$ cat config.mk
export PLATFORM = sky130hd
export DESIGN_NAME = fifo_rd_stream
export DESIGN_NICKNAME = d
export VERILOG_FILES = /design/src/rtl/fifo_rd_stream.sv
export SDC_FILE = /design/constraint.sdc
export NUM_CORES = 1
export LEC_CHECK = 0
export ABC_AREA = 1
export CAP_MARGIN = 20
export CELL_PAD_IN_SITES_DETAIL_PLACEMENT = 0
export CELL_PAD_IN_SITES_GLOBAL_PLACEMENT = 1
export CORE_UTILIZATION = 38
export CTS_BUF_LIST = sky130_fd_sc_hd__clkbuf_8
export CTS_CLUSTER_DIAMETER = 200
export DETAILED_ROUTE_END_ITERATION = 8
export PLACE_DENSITY_LB_ADDON = 0.12
export SLEW_MARGIN = 10
export SYNTH_ARGS = -nofsm -noshare
export SYNTH_HDL_FRONTEND = slang
export SYNTH_SLANG_ARGS = --single-unit
$ cat constraint.sdc
create_clock -name clk_r -period 2 [get_ports clk_r]
set_clock_uncertainty 0.1 [all_clocks]
set_input_delay 0.6 -clock clk_r [delete_from_list [all_inputs] [get_ports clk_r]]
set_output_delay 0.6 -clock clk_r [all_outputs]
set_load 0.02 [all_outputs]
$ cat src/rtl/fifo_rd_stream.sv
// fifo_rd_stream: drains a registered-read byte FIFO into a valid/ready
// byte stream with burst framing, using a 2-entry skid buffer.
module fifo_rd_stream #(
  parameter int DATA_W    = 8,
  parameter int BURST_LEN = 16,
  parameter int BLEN_W    = 16
) (
  input  logic              clk_r,
  input  logic              rst,
  input  logic              enable,
  input  logic              buf_empty,
  input  logic [DATA_W-1:0] buf_out,
  output logic              rd_en,
  output logic [DATA_W-1:0] m_data,
  output logic              m_valid,
  input  logic              m_ready,
  output logic              m_last,
  output logic              busy,
  output logic [15:0]       words_sent
);

  typedef enum logic [1:0] {
    IDLE,
    STREAM,
    DRAIN
  } state_t;

  localparam logic [BLEN_W-1:0] LAST_BEAT =
    BLEN_W'(BURST_LEN - 1);

  state_t            state;
  logic [DATA_W-1:0] skid [2];
  logic              hd;
  logic [1:0]        occ;
  logic              inflight;
  logic [BLEN_W-1:0] beat;
  logic              pop;
  logic              push;
  logic              tl;
  logic [2:0]        used;
  logic [2:0]        room;

  assign m_valid = (occ != 2'd0);
  assign m_data  = skid[hd];
  assign m_last  = m_valid & (beat == LAST_BEAT);
  assign pop     = m_valid & m_ready;
  assign push    = inflight;
  assign tl      = hd ^ occ[0];

  // a slot freed by this cycle's pop can be reused by the read issued now
  assign used  = {1'b0, occ} + {2'b00, inflight};
  assign room  = 3'd2 + {2'b00, pop};
  assign rd_en = (state == STREAM) & ~buf_empty
               & (used < room);

  always_ff @(posedge clk_r or posedge rst) begin
    if (rst) begin
      state <= IDLE;
      busy  <= 1'b0;
    end else begin
      unique case (state)
        IDLE: begin
          if (enable) begin
            state <= STREAM;
            busy  <= 1'b1;
          end
        end
        STREAM: begin
          if (!enable) begin
            state <= DRAIN;
          end
        end
        DRAIN: begin
          if (enable) begin
            state <= STREAM;
          end else if (occ == 2'd0 && !inflight) begin
            state <= IDLE;
            busy  <= 1'b0;
          end
        end
        default: begin
          state <= IDLE;
          busy  <= 1'b0;
        end
      endcase
    end
  end

  always_ff @(posedge clk_r or posedge rst) begin
    if (rst) begin
      inflight <= 1'b0;
      skid[0]  <= '0;
      skid[1]  <= '0;
      hd       <= 1'b0;
      occ      <= 2'd0;
    end else begin
      inflight <= rd_en;
      if (push) begin
        skid[tl] <= buf_out;
      end
      if (pop) begin
        hd <= ~hd;
      end
      unique case ({push, pop})
        2'b10:   occ <= occ + 2'd1;
        2'b01:   occ <= occ - 2'd1;
        default: occ <= occ;
      endcase
    end
  end

  always_ff @(posedge clk_r or posedge rst) begin
    if (rst) begin
      beat       <= '0;
      words_sent <= 16'd0;
    end else if (pop) begin
      words_sent <= words_sent + 16'd1;
      if (beat == LAST_BEAT) begin
        beat <= '0;
      end else begin
        beat <= beat + 1'b1;
      end
    end
  end

endmodule

==> impl_metrics.yaml, run 1 <==
critical_path:
  reg2reg_depth: 9
  timing_worst_setup_path_type: "reg2out"
  worstReg2RegEnd: "occ[1]$_DFFE_PP0P_"
  startpoint: "occ[0]$_DFFE_PP0P_"
  r2r_slack_ns: 0.15
  cp_max_fo: 2
  crit_path_start_kind: "flip-flop"
  r2r-start: "occ[0]$_DFFE_PP0P_"
  worst_ep_required_time_ns: 1.30
  end_kind: "primary output"
  cp_data_arrival_time_ns: 1.57
placement:
  place_ws_ns: -0.840
  gp_congestion: 0.745
  place_hpwl_um: 4460
  port_buffers: 40
synth:
  syn_avg_cell_area_um2: 8.08
  ys_seq_area_frac: 0.474
  syn_nets: 377
  synth-seq-cells: 55
  synth_edf_count: 0
  ys_types: 31
  postSynthCellCount: 359
  async_flop_share: 1.00
  ys_warn_count: 0
  syn_area_mm2: 0.00290
  yosys_most_used_dff: "dfrtp_1"
floorplanning:
  dieArea_mm2: 0.00799
  core_area_mm2: 0.00733
  initial_utilization: 0.396
  dieHeight_um: 89.4
  io_pins: 41
  die_x_um: 89.4
  row_count: 31
timing:
  fmax_mhz: 441
  final_max_slew_viol_count: 0
  fin_crit_sh: 1.13
  finalCriticalPeriod_ns: 2.27
  setup_viol: 2
  hold_slack_ns: 0.381
  rsz0062_at_grt: "yes"
  tightestPinTransition_ns: 0.304
  hold_viol: 0
  setup_slack_ns: -0.266
  max_slew_margin: 0.797
pwr:
  leakagePower_nw: 1.97
  p_seq_frac: 0.348
  power_switching_share: 0.399
  clkPwrFrac: 0.152
  power.internal_mw: 2.94
  comb_power_share: 0.500
  switching_power_mw: 1.95
  power.density_mw_per_mm2: 1270
  max-vdd-ir-drop_v: 0.000637
global_route:
  grt_pass1_wl_um: 10200
  grt_max_degree: 56
  antenna_found_initial: 0
  grt_overflow: 0
  grt_usage: 0.167
  grt_pass1_vias: 2331
layout:
  utilization: 0.526
  final_common_cell: "nand2_1"
  antennaDiodeCount: 0
  drive_gt1_frac: 0.212
  fillers: 717
  finalNetCount: 467
  final_cell_mix: "nand2_1, dfrtp_1, buf_4"
  synthToLayoutAreaGrowth_pct: 33.0
route:
  routedWlPerCell_um: 11.3
  vias: 2466
  drc_errors: 0
  drtAntennaViolNets: 0
  drt_iter0_markers: 105
  drtPass1Iterations: 4
  vias_per_cell: 4.50
  routed_wl_um: 6190
clock_tree:
  clk_pin_slew_ns: 0.10
  cts_tree: "done"
  clock_sinks: 55
  clk_root_buffer_cell: "clkbuf_8"
  numCtsBuffers: 5
  clk_latency_ns: 0.32
  ctsHoldBuffers: 0
  clock_path_buffers: 2
  cts-htree-levels: 2
hold_path:
  min_path_cells: 2
  worstHoldEndpoint: "skid[13]$_DFFE_PP0P_"
  min-delay-start: "skid[13]$_DFFE_PP0P_"
  hp-class: "reg2reg"
status:
  outcome: "finished, violations left"
  violations: "setup timing"
flow_run:
  max_cap_viol_count: 0
==> kinds of logic (layout without fill, tap and decap cells) <==
logic type	count (synthesis)	after routing	synth area share
buffers and inverters	57	147	0.0854
adders and majority gates	5	5	0.0216
AOI/OAI and AO/OA	31	31	0.0578
DFF	55	55	0.474
and+or+nand+nor	193	193	0.300
xor gates and xnor gates	18	18	0.0608
==> flip-flops by register name, summed over array words and instances, names as in the netlist <==
signal,count
beat,16
skid,16
words_sent,16
occ,2
state,2
busy,1
hd,1
inflight,1
==> synth_stat cells, types with 5 or more instances <==
cell | instances | area share
a21oi_1 | 5 | 0.0086
dfrtp_1 | 55 | 0.47
ha_1 | 5 | 0.022
inv_1 | 51 | 0.066
nand2_1 | 103 | 0.13
nand2_2 | 5 | 0.011
nand3_1 | 21 | 0.036
nand4_1 | 10 | 0.022
nor2_1 | 36 | 0.047
o21ai_0 | 20 | 0.034
xnor2_1 | 5 | 0.015
xor2_1 | 12 | 0.036
==> power groups by stage <==
| stage | Combinational, mW | Sequential, mW | Clock [mW] |
|---|---|---|---|
| floorplan | 1.31 | 1.81 | 0 |
| global placement | 2.46 | 1.70 | 0 |
| detailed placement | 2.49 | 1.71 | 0 |
| CTS | 2.36 | 1.70 | 0.767 |
| global route | 2.73 | 1.76 | 0.801 |
| finish | 2.45 | 1.70 | 0.742 |
==> worst max-delay path by stage <==
| stage | slack, ns | end | depth (start not counted) |
|---|---|---|---|
| floorplan | -0.03 | rd_en | 8 |
| global placement | -0.83 | rd_en | 6 |
| finish | -0.27 | rd_en | 6 |
| CTS | -0.25 | rd_en | 6 |
| detailed placement | -0.84 | rd_en | 6 |
| global route | -0.33 | rd_en | 6 |
==> worst max-delay path: stages (launching register included) <==
cell     delay, ns
dfrtp_1       0.41
ha_2          0.21
ha_4          0.20
o21ai_1       0.06
nand2_1       0.10
nor3_4        0.14
buf_6         0.14
==> per-stage QoR <==
stage	total power, mW	TNS, ns	instance area (um^2)	std cells
final	4.89	-0.351	3860	548
after global routing	5.29	-0.521	3860	548
after CTS	4.83	-0.370	3810	545
after detailed placement	4.20	-3.62	3740	537
after global placement	4.16	-3.10	3740	537
after floorplan	3.12	-0.0278	2910	359
==> what timing repair did <==
action	4_1_cts	5_1_grt
buffers inserted	1	2
pin swaps	8	4
gates cloned	0	1
resized for setup	79	10
endpoints found under the setup margin	28	4
==> per-layer routing <==
layer | GRT usage | share of wire | wire length [um]
met1 | 0.217 | 0.50 | 3080
met2 | 0.280 | 0.46 | 2860
met3 | 0.0305 | 0.026 | 158
met4 | 0.0606 | 0.014 | 87
met5 | 0 | 0 | 0
==> cell type report <==
type                    instances  area [um^2]  area share
multi-input cells             247         1310       0.339
repair buffers                 89          751       0.195
clock inverters                 2         37.5     0.00973
flip-flops and latches         55         1380       0.357
inverters                      51          195      0.0506
well taps                      99          124      0.0321
clock buffers                   5         68.8      0.0178
Power figures use the tool's default switching activity.
==> run 2: changes to the inputs <==
--- a/config.mk
+++ b/config.mk
@@ -12,8 +12,10 @@
 export CORE_UTILIZATION = 38
 export CTS_BUF_LIST = sky130_fd_sc_hd__clkbuf_8
 export CTS_CLUSTER_DIAMETER = 200
+export CTS_CLUSTER_SIZE = 30
 export DETAILED_ROUTE_END_ITERATION = 8
-export PLACE_DENSITY_LB_ADDON = 0.12
+export PLACE_DENSITY_LB_ADDON = 0.1
+export SKIP_LAST_GASP = 1
 export SLEW_MARGIN = 10
 export SYNTH_ARGS = -nofsm -noshare
 export SYNTH_HDL_FRONTEND = slang
==> run 2 against run 1 <==
  * The run still ends with setup timing left
  * Highest routed layer unchanged
  * Flip-flop and latch count unchanged
  * Register-to-register slack about the same
  * Routed wire length increased by 2.9%
  * Clock power increased by 5.5%
  * Clock-buffer cell count unchanged
  * Cell count increased by 0.36%
  * Maximum frequency increased by 0.71%
  * Critical path type unchanged
==> impl_metrics.yaml, run 2 (synthesized netlist as in run 1, its figures left out) <==
global_route:
  grt_pass1_wl_um: 10700
  grt_overflow: 0
  grt_pass1_vias: 2418
  grt_usage: 0.174
  grt_max_degree: 56
  antenna_found_initial: 0
timing:
  finalSetupTns_ns: -0.349
  finalCriticalPeriod_ns: 2.25
  hold_viol: 0
  fin_crit_sh: 1.12
  tightestPinTransition_ns: 0.305
  rsz0062_at_grt: "yes"
  fmax_mhz: 445
  setup_slack_ns: -0.250
  max_slew_margin: 0.797
  setup_viol: 2
  final_max_slew_viol_count: 0
critical_path:
  end_kind: "primary output"
  r2r-start: "occ[0]$_DFFE_PP0P_"
  cp_max_fo: 2
  worstReg2RegEnd: "occ[1]$_DFFE_PP0P_"
  critical-path-slowest-cell: "dfrtp_1"
  r2r_slack_ns: 0.16
  worst_path_dominant_cell_family: "adder cells"
  reg2reg_depth: 9
  crit_path_end: "rd_en"
  timing_worst_setup_path_type: "reg2out"
  startpoint: "occ[0]$_DFFE_PP0P_"
  crit_path_start_kind: "flip-flop"
  cp.depth: 6
  worst-path-buf-inv: 1
  worst_ep_required_time_ns: 1.30
  path_cells: "ha_2, ha_4, o21ai_2, nand2_2, nor3_4, buf_6"
  slowest_delay_ns: 0.41
  cp_data_arrival_time_ns: 1.55
flow_run:
  max_cap_viol_count: 0
clock_tree:
  clk_root_buffer_cell: "clkbuf_8"
  clk_pin_slew_ns: 0.11
  clock_path_buffers: 2
  clock_sinks: 55
  numCtsBuffers: 5
  ctsHoldBuffers: 0
  cts-htree-levels: 2
  clk_latency_ns: 0.32
  cts_tree: "done"
layout:
  finalNetCount: 468
  reg.largest.list: "beat (16), skid (16), words_sent (16)"
  synthToLayoutAreaGrowth_pct: 35.1
  drive_gt1_frac: 0.235
  antennaDiodeCount: 0
  final_common_cell: "nand2_1"
  final_cell_mix: "nand2_1, dfrtp_1, buf_4"
floorplanning:
  row_count: 31
  dieArea_mm2: 0.00799
  initial_utilization: 0.396
  die_x_um: 89.4
  io_pins: 41
  dieHeight_um: 89.4
  core_area_mm2: 0.00733
placement:
  port_buffers: 40
  gp_congestion: 0.741
  place_hpwl_um: 4480
route:
  vias_per_cell: 4.53
  drtAntennaViolNets: 0
  vias: 2492
  drc_errors: 0
  routed_wl_um: 6370
  drtPass1Iterations: 4
  drt_iter0_markers: 74
  routedWlPerCell_um: 11.6
pwr:
  power_mw: 5.11
  power.density_mw_per_mm2: 1300
  max-vdd-ir-drop_v: 0.000567
  leakagePower_nw: 2.00
status:
  violations: "setup timing"
  outcome: "finished, violations left"
hold_path:
  hp-class: "reg2reg"
==> run 2: tightest hold or removal path, cell delays in order (launching register included) <==
cell and delay, ns:
dfrtp_1 0.36, nand2_1 0.05, nand2_1 0.05
==> run 2: area by class of cell <==
class,instances,area (um^2)
Clock buffer,5,68.8
Inverter,51,198
Tap cell,99,124
Timing Repair Buffer,90,773
Multi-Input combinational cell,247,1330
Fill cell,704,3410
Sequential cell,55,1380
Clock inverter,3,46.3
==> run 2: how the worst min path moves through the flow <==
stage	depth (start not counted)	slack, ns	start	endpoint
2_1_floorplan	1	0.34	state[1]$_DFFE_PP0P_	state[0]$_DFFE_PP0P_
3_3_place_gp	2	0.36	skid[13]$_DFFE_PP0P_	skid[13]$_DFFE_PP0P_
3_5_place_dp	2	0.36	skid[14]$_DFFE_PP0P_	skid[14]$_DFFE_PP0P_
4_1_cts	2	0.39	skid[14]$_DFFE_PP0P_	skid[14]$_DFFE_PP0P_
5_1_grt	2	0.41	skid[14]$_DFFE_PP0P_	skid[14]$_DFFE_PP0P_
6_report	2	0.38	skid[14]$_DFFE_PP0P_	skid[14]$_DFFE_PP0P_
==> run 2: power breakdown <==
group | total (mW) | switching, mW | internal (mW) | leakage (nW)
clock | 0.783 | 0.404 | 0.378 | 0.0548
combinational | 2.61 | 1.41 | 1.19 | 1.28
sequential | 1.72 | 0.246 | 1.48 | 0.663
total | 5.11 | 2.06 | 3.05 | 2.00
==> run 2: through the flow <==
step | worst slack (ns) | hold slack [ns] | utilization | std cells | cell area (um^2)
finish | -0.250 | 0.384 | 0.535 | 550 | 3920
global route | -0.307 | 0.408 | 0.535 | 550 | 3920
CTS | -0.327 | 0.388 | 0.522 | 546 | 3830
detailed placement | -0.893 | 0.359 | 0.510 | 537 | 3740
global placement | -0.862 | 0.356 | 0.510 | 537 | 3740
floorplan | -0.0278 | 0.337 | - | 359 | 2910
==> run 2: routing by layer <==
layer | global-route usage | share of wire | wire (um)
met5 | 0 | 0 | 0
met4 | 0.0476 | 0.012 | 79
met3 | 0.0305 | 0.029 | 183
met2 | 0.300 | 0.47 | 3020
met1 | 0.226 | 0.49 | 3090
==> run 2: what timing repair did <==
action | in CTS | in global routing
pin swaps | 8 | 5
endpoints found under the setup margin | 28 | 11
buffers inserted | 1 | 3
endpoints found under the hold margin | 0 | 0
gates resized for setup | 80 | 28
gates cloned | 0 | 1
==> run 3: changes to the inputs <==
--- a/config.mk
+++ b/config.mk
@@ -14,7 +14,9 @@
 export CTS_CLUSTER_DIAMETER = 200
 export CTS_CLUSTER_SIZE = 30
 export DETAILED_ROUTE_END_ITERATION = 8
+export MAX_ROUTING_LAYER = met4
 export PLACE_DENSITY_LB_ADDON = 0.1
+export RECOVER_POWER = 25
 export SKIP_LAST_GASP = 1
 export SLEW_MARGIN = 10
 export SYNTH_ARGS = -nofsm -noshare
==> run 3 against run 2 <==
  * The run still ends with setup timing left
  * Non-clock buffer count is the same
  * Sequential power is essentially flat
  * Routed wire length shrank 0.19%
  * Clock power is essentially flat
  * Worst hold slack gained 0.00081 ns
  * Cell count is the same
  * Combinational power is essentially flat
  * Core utilization shrank 0.17 points
  * Global-route usage grew 0.54 points
  * Sequential share of layout area grew 0.11 points
  * Largest cell class unchanged
==> impl_metrics.yaml, run 3 (synthesized netlist as in run 1, its figures left out) <==
floorplanning:
  row_count: 31
  die_x_um: 89.4
  io_pins: 41
  initial_utilization: 0.396
  dieHeight_um: 89.4
  core_area_mm2: 0.00733
  dieArea_mm2: 0.00799
timing:
  max_slew_margin: 0.488
  fin_crit_sh: 1.12
  hold_slack_ns: 0.385
  finalCriticalPeriod_ns: 2.25
  setup_slack_ns: -0.250
  hold_viol: 0
  rsz0062_at_grt: "yes"
  fmax_mhz: 444
  final_max_slew_viol_count: 0
  setup_viol: 2
  tightestPinTransition_ns: 0.768
critical_path:
  worst_ep_required_time_ns: 1.30
  path_cells: "ha_2, ha_4, o21ai_2, nand2_2, nor3_4, buf_6"
  slowest_delay_ns: 0.41
  cp_max_fo: 2
  critical-path-slowest-cell: "dfrtp_1"
  timing_worst_setup_path_type: "reg2out"
  worst_path_dominant_cell_family: "adder cells"
  worst-path-buf-inv: 1
  crit_path_start_kind: "flip-flop"
  reg2reg_depth: 9
  end_kind: "primary output"
  cp_data_arrival_time_ns: 1.55
  cp.depth: 6
pwr:
  power.density_mw_per_mm2: 1310
  leakagePower_nw: 1.99
  power_switching_share: 0.404
  power.internal_mw: 3.04
  max-vdd-ir-drop_v: 0.000566
  clkPwrFrac: 0.153
  comb_power_share: 0.510
  switching_power_mw: 2.06
  p_seq_frac: 0.337
status:
  outcome: "finished, violations left"
  violations: "setup timing"
clock_tree:
  numCtsBuffers: 5
  clk_root_buffer_cell: "clkbuf_8"
  cts_tree: "done"
  clock_path_buffers: 2
  clk_latency_ns: 0.32
  cts-htree-levels: 2
  clock_sinks: 55
  clk_pin_slew_ns: 0.11
layout:
  reg.largest.list: "beat (16), skid (16), words_sent (16)"
  stdcell_count: 550
  synthToLayoutAreaGrowth_pct: 34.7
  fillers: 706
  finalNetCount: 468
  final_common_cell: "nand2_1"
  drive_gt1_frac: 0.235
  final_cell_mix: "nand2_1, dfrtp_1, buf_4"
  antennaDiodeCount: 0
placement:
  gp_congestion: 0.750
  place_hpwl_um: 4480
  place_inst: 537
  port_buffers: 40
flow_run:
  max_cap_viol_count: 0
global_route:
  grt_pass1_vias: 2418
  grt_pass1_wl_um: 10700
  grt_usage: 0.180
  antenna_found_initial: 0
  grt_max_degree: 56
  grt_overflow: 0
route:
  vias_per_cell: 4.54
  routedWlPerCell_um: 11.6
  drt_iter0_markers: 63
  routed_wl_um: 6360
  drtAntennaViolNets: 0
  drtPass1Iterations: 4
  vias: 2495
  drc_errors: 0
hold_path:
  min_path_cells: 2
  hp-class: "reg2reg"
[run 3: cell types whose count changed in the layout (fill, tap and decap cells not counted)]
| cell | change |
|---|---|
| dlygate4sd3_1 | +1 |
| clkbuf_4 | +1 |
| clkdlybuf4s50_1 | -1 |
| buf_12 | -1 |
[run 3: layer usage]
metal	part of all wire	track usage	up-vias
met5	0	-	-
met4	0.012	0.0476	0
met1	0.48	0.226	1155
li1	-	-	1301
met3	0.029	0.0305	8
met2	0.48	0.300	31
[run 3: timing repair]
item,4_1_cts,5_1_grt
pin swaps,8,5
buffers inserted,1,3
resized for setup,80,28
gates cloned,0,1
hold buffers,0,0
setup endpoints to repair,28,11
[run 3: cell type report]
class	instances	area, um^2	share of cell area
flip-flops and latches	55	1380	0.352
multi-input cells	247	1330	0.341
repair buffers	90	761	0.195
inverters	51	198	0.0506
well taps	99	124	0.0317
clock buffers	5	68.8	0.0176
clock inverters	3	46.3	0.0118
[run 3: final timing paths]
path,slack [ns],startpoint,to
setup / recovery,-0.25,occ[0]$_DFFE_PP0P_,rd_en
hold / removal,0.38,skid[14]$_DFFE_PP0P_,skid[14]$_DFFE_PP0P_
setup reg to reg,0.16,occ[0]$_DFFE_PP0P_,occ[1]$_DFFE_PP0P_
hold reg to reg,0.38,skid[14]$_DFFE_PP0P_,skid[14]$_DFFE_PP0P_
max in group asynchronous,0.38,rst,beat[11]$_DFFE_PP0P_
min in group asynchronous,0.91,rst,words_sent[5]$_DFFE_PP0P_
[run 3: power groups by stage]
stage	Sequential (mW)	Combinational [mW]	Clock, mW
after floorplan	1.81	1.31	0
after global placement	1.70	2.45	0
after detailed placement	1.72	2.48	0
after CTS	1.71	2.38	0.803
after global routing	1.77	2.88	0.836
final	1.72	2.60	0.780
[run 3: stage by stage]
step                      power, mW  setup TNS, ns   util  area (um^2)  worst slack (ns)
after floorplan                3.12        -0.0278      -         2910           -0.0278
after global placement         4.15          -3.66  0.510         3740            -0.862
after detailed placement       4.20          -4.28  0.510         3740            -0.893
after CTS                      4.89         -0.443  0.522         3830            -0.327
after global routing           5.48         -0.511  0.533         3910            -0.307
final                          5.10         -0.345  0.533         3910            -0.250
[run 3: worst register-to-register path, stage by stage (launching register included)]
cell and delay, ns:
dfrtp_1 0.41, buf_6 0.15, buf_4 0.13, nor2_2 0.09, buf_4 0.14, nor2_4 0.05
ha_1 0.29, a21oi_1 0.12, o21ai_0 0.11, xor2_1 0.15
